<file path="src/rtl/fx_delay_pipe.sv">
// fx_delay_pipe: elastic fixed-point delay line of DEPTH register stages.
// Samples from the format-match stage pass bit-exact; empty stages always
// advance, so bubbles compress while the output is stalled.
// Optional build macro FX_DELAY_PIPE_OCC_EN adds the o_occ occupancy port.
//
// Handshake: a transfer happens on a rising clk edge where valid and ready
// are both 1 on the same side. The producer keeps o_valid/o_data stable
// while o_valid=1 and o_ready=0. i_ready may depend combinationally on
// o_ready (the ready chain is the only combinational path).
module fx_delay_pipe #(
  parameter int WIDTH = 14,
  parameter int DEPTH = 3
) (
  input  logic             clk,
  input  logic             rst_n,
  input  logic             i_valid,
  output logic             i_ready,
  input  logic [WIDTH-1:0] i_data,
  input  logic             i_flush,
  output logic             o_valid,
  input  logic             o_ready,
  output logic [WIDTH-1:0] o_data
`ifdef FX_DELAY_PIPE_OCC_EN
  ,
  output logic [$clog2(DEPTH+1)-1:0] o_occ
`endif
);

  // Reject illegal depths at elaboration.
  if ((DEPTH < 1) || (DEPTH > 32)) begin : g_depth_check
    $error("fx_delay_pipe: DEPTH must be in 1..32");
  end

  logic [DEPTH-1:0] v;
  logic [DEPTH-1:0] adv;
  logic [DEPTH-1:0] in_v;
  logic [WIDTH-1:0] d    [DEPTH];
  logic [WIDTH-1:0] in_d [DEPTH];

  // Stage k may move when any stage from k to the output is empty or the
  // output is being accepted; written per stage so there is no chained net.
  for (genvar k = 0; k < DEPTH; k++) begin : g_stage
    assign adv[k] = o_ready | ~(&v[DEPTH-1:k]);
    if (k == 0) begin : g_head
      assign in_v[k] = i_valid & i_ready;
      assign in_d[k] = i_data;
    end else begin : g_body
      assign in_v[k] = v[k-1];
      assign in_d[k] = d[k-1];
    end
  end

  assign i_ready = adv[0] & ~i_flush;
  assign o_valid = v[DEPTH-1];
  assign o_data  = d[DEPTH-1];

  // Stage registers: valid bits clear on flush, data loads only with a valid sample.
  always_ff @(posedge clk or negedge rst_n) begin
    if (!rst_n) begin
      v <= '0;
      for (int k = 0; k < DEPTH; k++) d[k] <= '0;
    end else begin
      for (int k = 0; k < DEPTH; k++) begin
        if (i_flush) begin
          v[k] <= 1'b0;
        end else if (adv[k]) begin
          v[k] <= in_v[k];
          if (in_v[k]) d[k] <= in_d[k];
        end
      end
    end
  end

`ifdef FX_DELAY_PIPE_OCC_EN
  localparam int OCC_W = $clog2(DEPTH+1);

  logic [OCC_W-1:0] occ;
  logic             accept;
  logic             emit;

  assign accept = i_valid & i_ready;
  assign emit   = o_valid & o_ready;
  assign o_occ  = occ;

  // Occupancy counter tracks the number of set valid bits.
  always_ff @(posedge clk or negedge rst_n) begin
    if (!rst_n) begin
      occ <= '0;
    end else if (i_flush) begin
      occ <= '0;
    end else if (accept && !emit) begin
      occ <= occ + OCC_W'(1);
    end else if (emit && !accept) begin
      occ <= occ - OCC_W'(1);
    end
  end
`endif

endmodule

</file>
<file path="config.mk">
export PLATFORM = sky130hd
export DESIGN_NAME = fx_delay_pipe
export DESIGN_NICKNAME = d
export VERILOG_FILES = /design/src/rtl/fx_delay_pipe.sv
export SDC_FILE = /design/constraint.sdc
export NUM_CORES = 1
export LEC_CHECK = 0
export BUFFER_PORTS_ARGS = -buffer_cell sky130_fd_sc_hd__buf_4
export CAP_MARGIN = 25
export CORE_UTILIZATION = 29
export CTS_CLUSTER_DIAMETER = 40
export CTS_CLUSTER_SIZE = 25
export DETAILED_ROUTE_END_ITERATION = 16
export HOLD_SLACK_MARGIN = 0.1
export REMOVE_ABC_BUFFERS = 1
export SYNTH_ARGS = -nofsm -noshare
export SYNTH_HDL_FRONTEND = slang
export SYNTH_SLANG_ARGS = --single-unit
</file>
<file path="constraint.sdc">
create_clock -name clk -period 3.1 [get_ports clk]
set_input_delay 0.155 -clock clk [delete_from_list [all_inputs] [get_ports clk]]
set_output_delay 0.155 -clock clk [all_outputs]
set_load 0.01 [all_outputs]
</file>
**Yosys cells after proc, flatten, opt, wreduce, memory -nomap -nowiden**

Index checks and enable logic that the tools add are counted.

- Output and inout port bits: 16
- Memory bits (read-only): 0
- RAM bits: 0
- Register bits after elaboration: 45
- Logic and storage cells: 29
- Latch bits: 0
- Input port bits: 19
- Memories kept: 0

- Magnitude comparators: 0
- Multipliers: 0
- Shift-type cells: 0
- Bitwise gates (word level): 9
- Equal/unequal tests: 0
- Reduce and logical (&&, ||, !) cells: 8
- Divide/modulo/power cells: 0
- Add/subtract/negate cells: 0
- Multiplexer cells: 6

Operator list:

| operator | number |
|---|---|
| 3-bit AND reduction | 4 |
| 1-bit two-way mux | 6 |
| 2-bit nonzero test | 3 |
| 1-bit NOT | 4 |
| 1-bit OR | 3 |
| 1-bit bitwise AND | 2 |
| 2-bit AND reduction | 1 |

**Depth between registers and ports, before layout**

Gate-level depths: netlist of run 1.

- Depth after elaboration: 7
- Depth in mapped cells: 5
- Depth with buffers taken out: 3

**Worst setup path before layout of run 1**

No wires, ideal clock.

- Path type: reg-to-reg
- From: register v[2]
- To: register d[31] (netlist name)
- Data required time: 2.975 ns
- Buffers on the path: 2
- Library setup time: 0.125 ns
- Arrival: 1.514 ns
- Cell stages (with the launch flop): 6
- Period minus slack after synthesis: 1.639 ns
- Path slack: 1.461 ns
- Path through: dfrtp_1 -> nor2b_4 -> buf_6 -> a311o_4 -> buf_6 -> mux2_4

- Cells in the longest elaborated chain, start to end: 6

RTL lines:

| what | line | source |
|---|---|---|
| start: declaration | 34 | `logic [DEPTH-1:0] v;` |
| start signal: indexed assignment | 67 | `v[k] <= in_v[k];` |
| 3-bit AND reduction * | 43 | `assign adv[k] = o_ready \| ~(&v[DEPTH-1:k]);` |
| 1-bit NOT * | 43 |  |
| 1-bit OR * | 43 |  |
| 1-bit bitwise AND | 53 | `assign i_ready = adv[0] & ~i_flush;` |
| 1-bit bitwise AND | 45 | `assign in_v[k] = i_valid & i_ready;` |
| 3-bit AND reduction (no line) * | - |  |
| end signal: indexed assignment | 68 | `if (in_v[k]) d[k] <= in_d[k];` |
| end: declaration | 37 | `logic [WIDTH-1:0] d [DEPTH];` |

Every way passes the cells marked *; elsewhere a longest branch is shown, timed or not.
A chain may end at the register's enable or synchronous reset.

**Worst setup path in the final report of run 1**

- From: register v[2]
- To: register d[25] (netlist name)

- Cells in the longest elaborated chain, start to end: 4

RTL lines:

| what | line |
|---|---|
| 2-bit AND reduction | 43 |
| 1-bit NOT | 43 |
| 1-bit OR | 43 |
| 3-bit AND reduction (no line) | - |

No other way between the ends.

==> run metrics, run 1 <==
DR WL/cell around 13 µm; crit end category flop; largest net degree at the start of global routing 46; Rows 28; core area between 6000 and 7000 µm²; CTS tree done; DRC 0; metal2 WL 1454 µm; total grt overflow 0; Placed Cells 210; fin cells approximately 230; clk sink count 45; GR Util All Layers between 10% and 20%; Rel. slew slack between 60% and 70%; CP arrival approximately 1.8 ns; Mapped Cells 118; Port Buf Inserts 34; # setup viols final 0; DR vias/cell 4.402; clock skew 0.005349 ns; ratio of cells with drive above 1 in the final layout a little over half; worst hold margin between 0.15 and 0.2 ns; TritonRoute pass-1 iters 4; max-slew violation count 0; Post-DRT Antenna Nets 0; outcome finished clean; WL final 3045 µm; CP required roughly 3.3 ns; total CTS buffers 5; Starting Density a little under a third; slew of the pin with the lowest slew margin about 0.57 ns; pwr dens between 600 and 700 nW/µm²; initial drt markers about 40; met1 wire length ~1400 µm; YS warnings 0; worst vdd ir about 290 µV; critical path type reg -> reg; cell leakage power about 0.0011 µW; Layout area overhead 24.85%; Hold WC Path Type in -> reg; htree depth 2; setup_tns 0 ns; post-synthesis cell area 1878 µm²; RSZ-0062 raised after global routing false; Max Freq a little over 600 MHz; initial antenna violation count 0; Max Cap Violations 0; post-CTS sizing 0; Layout Nets roughly 180; CP Max Fanout 14; Die Span Y between 80 and 90 µm; period utilization a little over half; clock-pin transition on the worst setup and hold timing paths around 0.07 ns; Ports 35; Worst-Skew Late Latency a little under 0.3 ns; post-DP HPWL between 2000 and 2500 µm; CP Launch Type flop; register area share after synthesis 59.96%; GP Congestion ~0.64; maximum root-to-sink buffer count 2; Hold Violations, Final 0; library cells used by synthesis 13; root buf cell clkbuf_8; die width 82.48 µm; Avg Inst Size Synth 15.92 µm²; overall die area slightly below 7000 µm²; first-pass GRT wire length roughly 5400 µm; Yosys reg bits 45; fill count around 600; Vias 1030; vias in the first global route 1129; antenna fix cells 0; Top Layer Used met4; DR WL met3 196 µm; Total Power between 1500 and 2000 µW; min Tclk post-route approximately 1.7 ns
-- timing repair --
action                                 in CTS  in global routing
endpoints found under the hold margin      62                  0
setup buffers                               0                  0
hold buffers                               17                  0
-- critical path, stage by stage (launching register included) --
cell     delay [ns]
dfrtp_1        0.36
nor2b_4        0.24
a211o_1        0.53
mux2_2         0.40
-- cells by family after synthesis --
group	after synthesis	share of synthesized area, %
compound gates	5	2.465
buf+inv	20	8.195
flops	45	59.96
mux	42	27.18
simple gates	6	2.198
-- report_power, final --
part / leakage, µW / internal, µW / switching, µW
Clock: 0.0000443 / 177 / 171
Sequential: 0.000542 / 744 / 83.2
Combinational: 0.000507 / 254 / 135
-- metrics by stage --
stage	utilization, %	setup slack (ns)	area (µm²)
5_1_grt	38.46	1.317	2345
3_3_place_gp	34.26	1.506	2088
6_report	38.46	1.448	2345
2_1_floorplan	-	1.396	1732
3_5_place_dp	34.26	1.408	2088
4_1_cts	38.46	1.402	2345
-- path summary, 6_finish.rpt --
path / cells after the start / startpoint / slack (ns) / end
max reg2reg: 3 / v[2] / 1.45 / d[25]
min in group asynchronous: 2 / rst_n / 0.39 / o_data[13]
min: 4 / o_ready / 0.18 / v[2]
min reg2reg: 1 / d[14] / 0.50 / o_data[0]
max: 3 / v[2] / 1.45 / d[25]
max in group asynchronous: 2 / rst_n / 2.33 / d[35]
-- cell usage after synthesis --
master	n	area share, %
dfrtp_1	45	60
mux2_2	32	19
buf_4	15	6.0
mux2_4	10	8.0
nor2_1	4	0.80
buf_6	3	1.8
a31oi_1	2	0.67
inv_1	2	0.40
a211o_1	1	0.47
a21oi_1	1	0.27
a311o_4	1	1.1
nor2b_4	1	0.73
nor3b_2	1	0.67
-- layer usage --
layer | vias to the layer above | track usage, %
met1 | 522 | 13.14
met4 | 0 | 3.684
li1 | 471 | -
met3 | 4 | 3.736
met5 | - | 0
met2 | 33 | 17.52
-- layout by cell type, fill, tap and decap left out, types with 2 or more instances in the layout --
master | synthesis | final
a31oi_1 | 2 | 2
buf_4 | 15 | 35
clkbuf_8 | 0 | 6
dfrtp_1 | 45 | 45
dlygate4sd3_1 | 0 | 17
inv_1 | 2 | 2
mux2_2 | 32 | 32
mux2_4 | 10 | 10
nor2_1 | 4 | 4
-- final cells by class --
class	count	area, µm²	share of cell area (%)
flip-flops and latches	45	1126	48.03
multi-input cells	53	598.1	25.51
repair buffers	52	432.9	18.46
well taps	75	93.84	4.002
clock buffers	7	86.33	3.682
inverters	2	7.507	0.3202
-- flip-flops by register name, summed over array words and instances (netlist names) --
register  cells
o_data       14
d            28
v             3
Power figures use the tool's default switching activity.
==> run 2, diff against run 1 <==
ABC_AREA = 1   (was not set)
clock period = 1.35 ns   (was 3.1 ns; I/O delays follow)
==> run metrics, run 2 <==
outcome finished, violations left; failing checks DRC; Die Span Y 84.15 µm; first-pass GRT wire length around 6300 µm; Port Buf Inserts 34; Worst Reg-to-Reg Cells 6; post-route cell area about 2400 µm²; Critical-path top delay cell dfrtp_1; fin cells around 330; max incr delay on CP 0.41 ns; ratio of cells with drive above 1 in the final layout a little under a quarter; TritonRoute pass-1 iters 10; most frequent cells after synthesis nand2_1, dfrtp_1, inv_1; Rows 29; Avg Inst Size Synth around 9.4 µm²; CTS tree done; fraction of registers with async set/reset 100.0%; register area share after synthesis between 50% and 60%; RSZ-0062 raised after global routing true; Biggest register d; die width 84.15 µm; post-DP HPWL 2291 µm; critical path type reg -> out; Placed Instance Area 2167 µm²; period utilization 97.29%; Rel. slew slack approximately 62%; largest net degree at the start of global routing 46; antenna fix cells 0; Layout Nets roughly 270; pwr dens 1281 nW/µm²; Vias roughly 1400; total grt overflow 0; worst reg2reg setup slack approximately 0.14 ns; htree depth 2; top cells by area, synth dfrtp_1, nand2_1, buf_4; initial drt markers 66; EDFF count, synth 0; Synth Flop Type dfrtp_1; worst vdd ir about 490 µV; most frequent cells in the layout nand2_1, dfrtp_1, buf_4; clk sink count 45; min Tclk post-route around 1.3 ns; Layout area overhead 24.55%; crit path from v[2]; initial antenna violation count 0; crit end category output pin; YS warnings 0; cell taking the most area after synthesis dfrtp_1; R2R Path End o_data[4]; Max Freq around 760 MHz; CP arrival between 1 and 1.5 ns; worst hold margin 0.1203 ns; Hold Violations, Final 0; cell leakage power ~0.0012 µW; Post-DRT Antenna Nets 0; CP required between 1 and 1.5 ns; DR vias/cell 4.211; clock skew between 0.006 and 0.007 ns; max reg flops 28; GR Util All Layers 11.38%; Placed Cells 300; R2R Path Start v[2]; core area about 6400 µm²; Hold WC Path Type in -> reg; setup_tns 0 ns; Starting Density between 30% and 40%; DR WL/cell 10.87 µm; worst-path cell chain nand4_4, buf_8, inv_1, nor2_1, buf_4; fill count ~660; # setup viols final 0; Yosys reg bits 45; post-synthesis cell area 1957 µm²; library cells used by synthesis 15; clock-pin transition on the worst setup and hold timing paths 0.08 ns; multi-input logic area 535.5 µm²; WL final between 3000 and 4000 µm; Worst-Skew Late Latency a little under 0.3 ns; Mapped Cells roughly 210; overall die area 7080 µm²; CP Launch Type flop; sequential cell area approximately 1100 µm²; max-slew violation count 0; most frequent cell after synthesis nand2_1; root buf cell clkbuf_8; most common cell after layout, fill and taps aside nand2_1; GP Congestion slightly above 0.7; maximum root-to-sink buffer count 2; total CTS buffers 5; DRC 4; CP Max Fanout 16; Ports 35; vias in the first global route 1406; Worst Setup EP i_ready; slew of the pin with the lowest slew margin approximately 0.57 ns; Max Cap Violations 0; post-synth top area share around 58%
## run 2: changes by cell type in the layout (fill, tap and decap cells not counted), sizes merged, moves of 2 or more
cell	change
a31oi	-2
buf	+7
inv	+29
mux2	-42
nand2	+57
nand3	+4
nand4	+15
nor2	-3
o21ai	+31
## run 2: power breakdown
part           internal [µW]  switching, µW  leakage [µW]  total (µW)
clock                    368            423     0.0000395         791
sequential              1580            121      0.000577        1700
combinational            324            307      0.000628         631
## run 2: worst min path at each step
stage / cells after the start / slack, ns / start / endpoint
after floorplan: 0 / -0.23 / rst_n / d[14]
after global placement: 1 / 0.10 / rst_n / o_data[5]
after detailed placement: 1 / 0.11 / rst_n / d[25]
after CTS: 3 / 0.12 / i_valid / d[29]
after global routing: 3 / 0.13 / i_valid / d[36]
final: 3 / 0.12 / i_valid / d[29]
## run 2: stage by stage
step / power (µW) / worst slack, ns / util [%]
CTS: 3167 / 0.001166 / 37.78
global route: 3332 / -0.02677 / 37.95
detailed placement: 2333 / 0.2025 / 33.74
floorplan: 2019 / 0.07281 / -
finish: 3122 / 0.03658 / 37.95
global placement: 2315 / 0.2446 / 33.74
## run 2: logic make-up (layout without fill, tap and decap cells)
logic type,Yosys count,count (layout),share of synthesized area [%]
simple gates,77,77,18.48
buf+inv,55,97,15.09
flops,45,45,57.54
compound gates,31,31,8.888
## run 2: layer usage
layer / vias up / global-route usage, % / wire length [µm]
met5: - / 0 / 0
met4: 0 / 4.859 / 63
met3: 7 / 2.950 / 161
met2: 25 / 19.90 / 1754
met1: 626 / 13.24 / 1575
li1: 719 / - / -
## run 2: layout make-up
class                      count  area share, %
sequential                    45          46.20
multi-input combinational    108          21.97
timing repair buffer          58          19.82
inverter                      31          4.774
tap                           77          3.953
clock buffer                   8          3.285
## run 2: what timing repair did
item / 4_1_cts / 5_1_grt
pin swaps: 0 / 1
endpoints found under the hold margin: 62 / 0
buffers inserted: 2 / 1
hold buffers: 16 / 0
endpoints found under the setup margin: 1 / 5
resized for setup: 1 / 1
## run 2: critical path, delay by kind of cell (launching register included)
| kind | cells | cell delay, ns |
|---|---|---|
| buf+inv | 3 | 0.34 |
| simple gates | 2 | 0.21 |
| flops | 1 | 0.41 |
==> run 3, diff against run 2 <==
ABC_AREA = not set   (was 1)
SETUP_SLACK_MARGIN = 0.5   (was not set)
==> run metrics, run 3 (same netlist as run 1, synthesis figures left out) <==
outcome finished, violations left; failing checks setup timing; Hold WC Path Type in -> reg; Hold Violations, Final 0; root buf cell clkbuf_8; total grt overflow 0; pwr dens about 1500 nW/µm²; Layout area overhead 41.11%; initial antenna violation count 0; critical path type reg -> reg; WL final roughly 3600 µm; htree depth 2; max incr delay on CP between 0.4 and 0.5 ns; RSZ-0062 raised after global routing true; post-DP HPWL 2163 µm; clock skew 0.01057 ns; DRC 0; met2 Usage GRT 20.00%; vias in the first global route approximately 1200; CP arrival between 1.5 and 2 ns; Critical-path top delay cell dfrtp_2; max reg flops 28; CP top delay family flip-flops; most frequent cells in the layout dfrtp_1, mux2_4, buf_4; max-slew violation count 0; Worst-Skew Late Latency roughly 0.30 ns; CTS tree done; fill count 564; clk sink count 45; die width a little over 80 µm; Starting Density between 30 and 40%; TritonRoute pass-1 iters 4; Max Freq 684.9 MHz; Total Power between 4000 and 5000 µW; worst-path cell chain a311o_2, buf_12, mux2_4; CP bufs+invs 1; period utilization 108.1%; routing usage on met1 15.49%; met3 Usage GRT between 3 and 4%; initial drt markers between 50 and 60; Post-DRT Antenna Nets 0; GP Congestion between 0.6 and 0.7; Rows 28; slew of the pin with the lowest slew margin ~0.56 ns; Layout Nets between 150 and 200; Rel. slew slack between 60% and 70%; crit end category flop; CP Max Fanout 7; CP Launch Type flop; antenna fix cells 0; most common cell after layout, fill and taps aside dfrtp_1; CP required 1.54 ns; maximum root-to-sink buffer count 2; DR WL/cell about 14 µm; Ports 35; ratio of cells with drive above 1 in the final layout 60.69%; first-pass GRT wire length between 6000 and 7000 µm; min Tclk post-route 1.460 ns; Die Span Y just over 80 µm; worst vdd ir just over 900 µV; core area just over 6000 µm²; Port Buf Inserts 34; largest net degree at the start of global routing 46; fin worst setup slack -0.1100 ns; GR peak layer met2; # setup viols final 44; setup_tns -2.731 ns; cell leakage power 0.001242 µW; GR Util All Layers about an eighth; Vias approximately 1100; worst slack, placed -0.1839 ns; DR vias/cell roughly 4.4; Biggest register d; overall die area 6802 µm²; total CTS buffers 5; clock-pin transition on the worst setup and hold timing paths approximately 0.080 ns; Max Cap Violations 0
==> run 3: cell type report <==
| type | count | area, µm² | area share, % |
|---|---|---|---|
| multi-input combinational | 54 | 693.2 | 26.16 |
| clock buffer | 6 | 82.58 | 3.116 |
| clock inverter | 2 | 13.76 | 0.5194 |
| timing repair buffer | 64 | 630.6 | 23.80 |
| sequential | 45 | 1129 | 42.59 |
| inverter | 2 | 7.507 | 0.2833 |
| tap | 75 | 93.84 | 3.541 |
==> run 3: power breakdown <==
| part | internal, µW | switching, µW |
|---|---|---|
| sequential | 1710 | 240 |
| clock | 414 | 435 |
| combinational | 866 | 353 |
==> run 3: through the flow <==
step | cells | util [%] | hold slack, ns | cell area (µm²)
floorplan | 100 | - | -0.2281 | 1732
finish | 248 | 43.47 | 0.2573 | 2650
global route | 248 | 43.47 | 0.2640 | 2650
detailed placement | 213 | 34.83 | 0.09096 | 2123
CTS | 247 | 42.67 | 0.2044 | 2601
global placement | 213 | 34.83 | 0.07792 | 2123
==> run 3: repair_timing <==
action | 4_1_cts | 5_1_grt
pin swaps | 4 | 3
buffers inserted | 8 | 1
endpoints found under the setup margin | 60 | 61
hold buffers | 17 | 0
resized for setup | 36 | 7
endpoints found under the hold margin | 62 | 0
cloned | 1 | 0
==> run 3: final timing paths <==
check / cells past startpoint / slack (ns) / end / from
max: 3 / -0.11 / d[37] / v[0]
min: 5 / 0.26 / v[2] / o_ready
max reg2reg: 3 / -0.11 / d[37] / v[0]
min reg2reg: 1 / 0.50 / d[30] / d[30]
max in group asynchronous: 2 / 0.65 / v[1] / rst_n
min in group asynchronous: 2 / 0.30 / d[40] / rst_n
==> run 3: routing by layer <==
layer / share of wire, % / routed length [µm]
met2: 48 / 1708
met4: 1.4 / 50
met3: 4.5 / 159
met1: 46 / 1653
met5: 0 / 0
==> run 3: worst register-to-register path, delay by kind of cell, from the launching register on <==
family          cells  cell delay (ns)
flops               1             0.47
compound gates      1             0.43
mux                 1             0.29
buf+inv             1             0.15
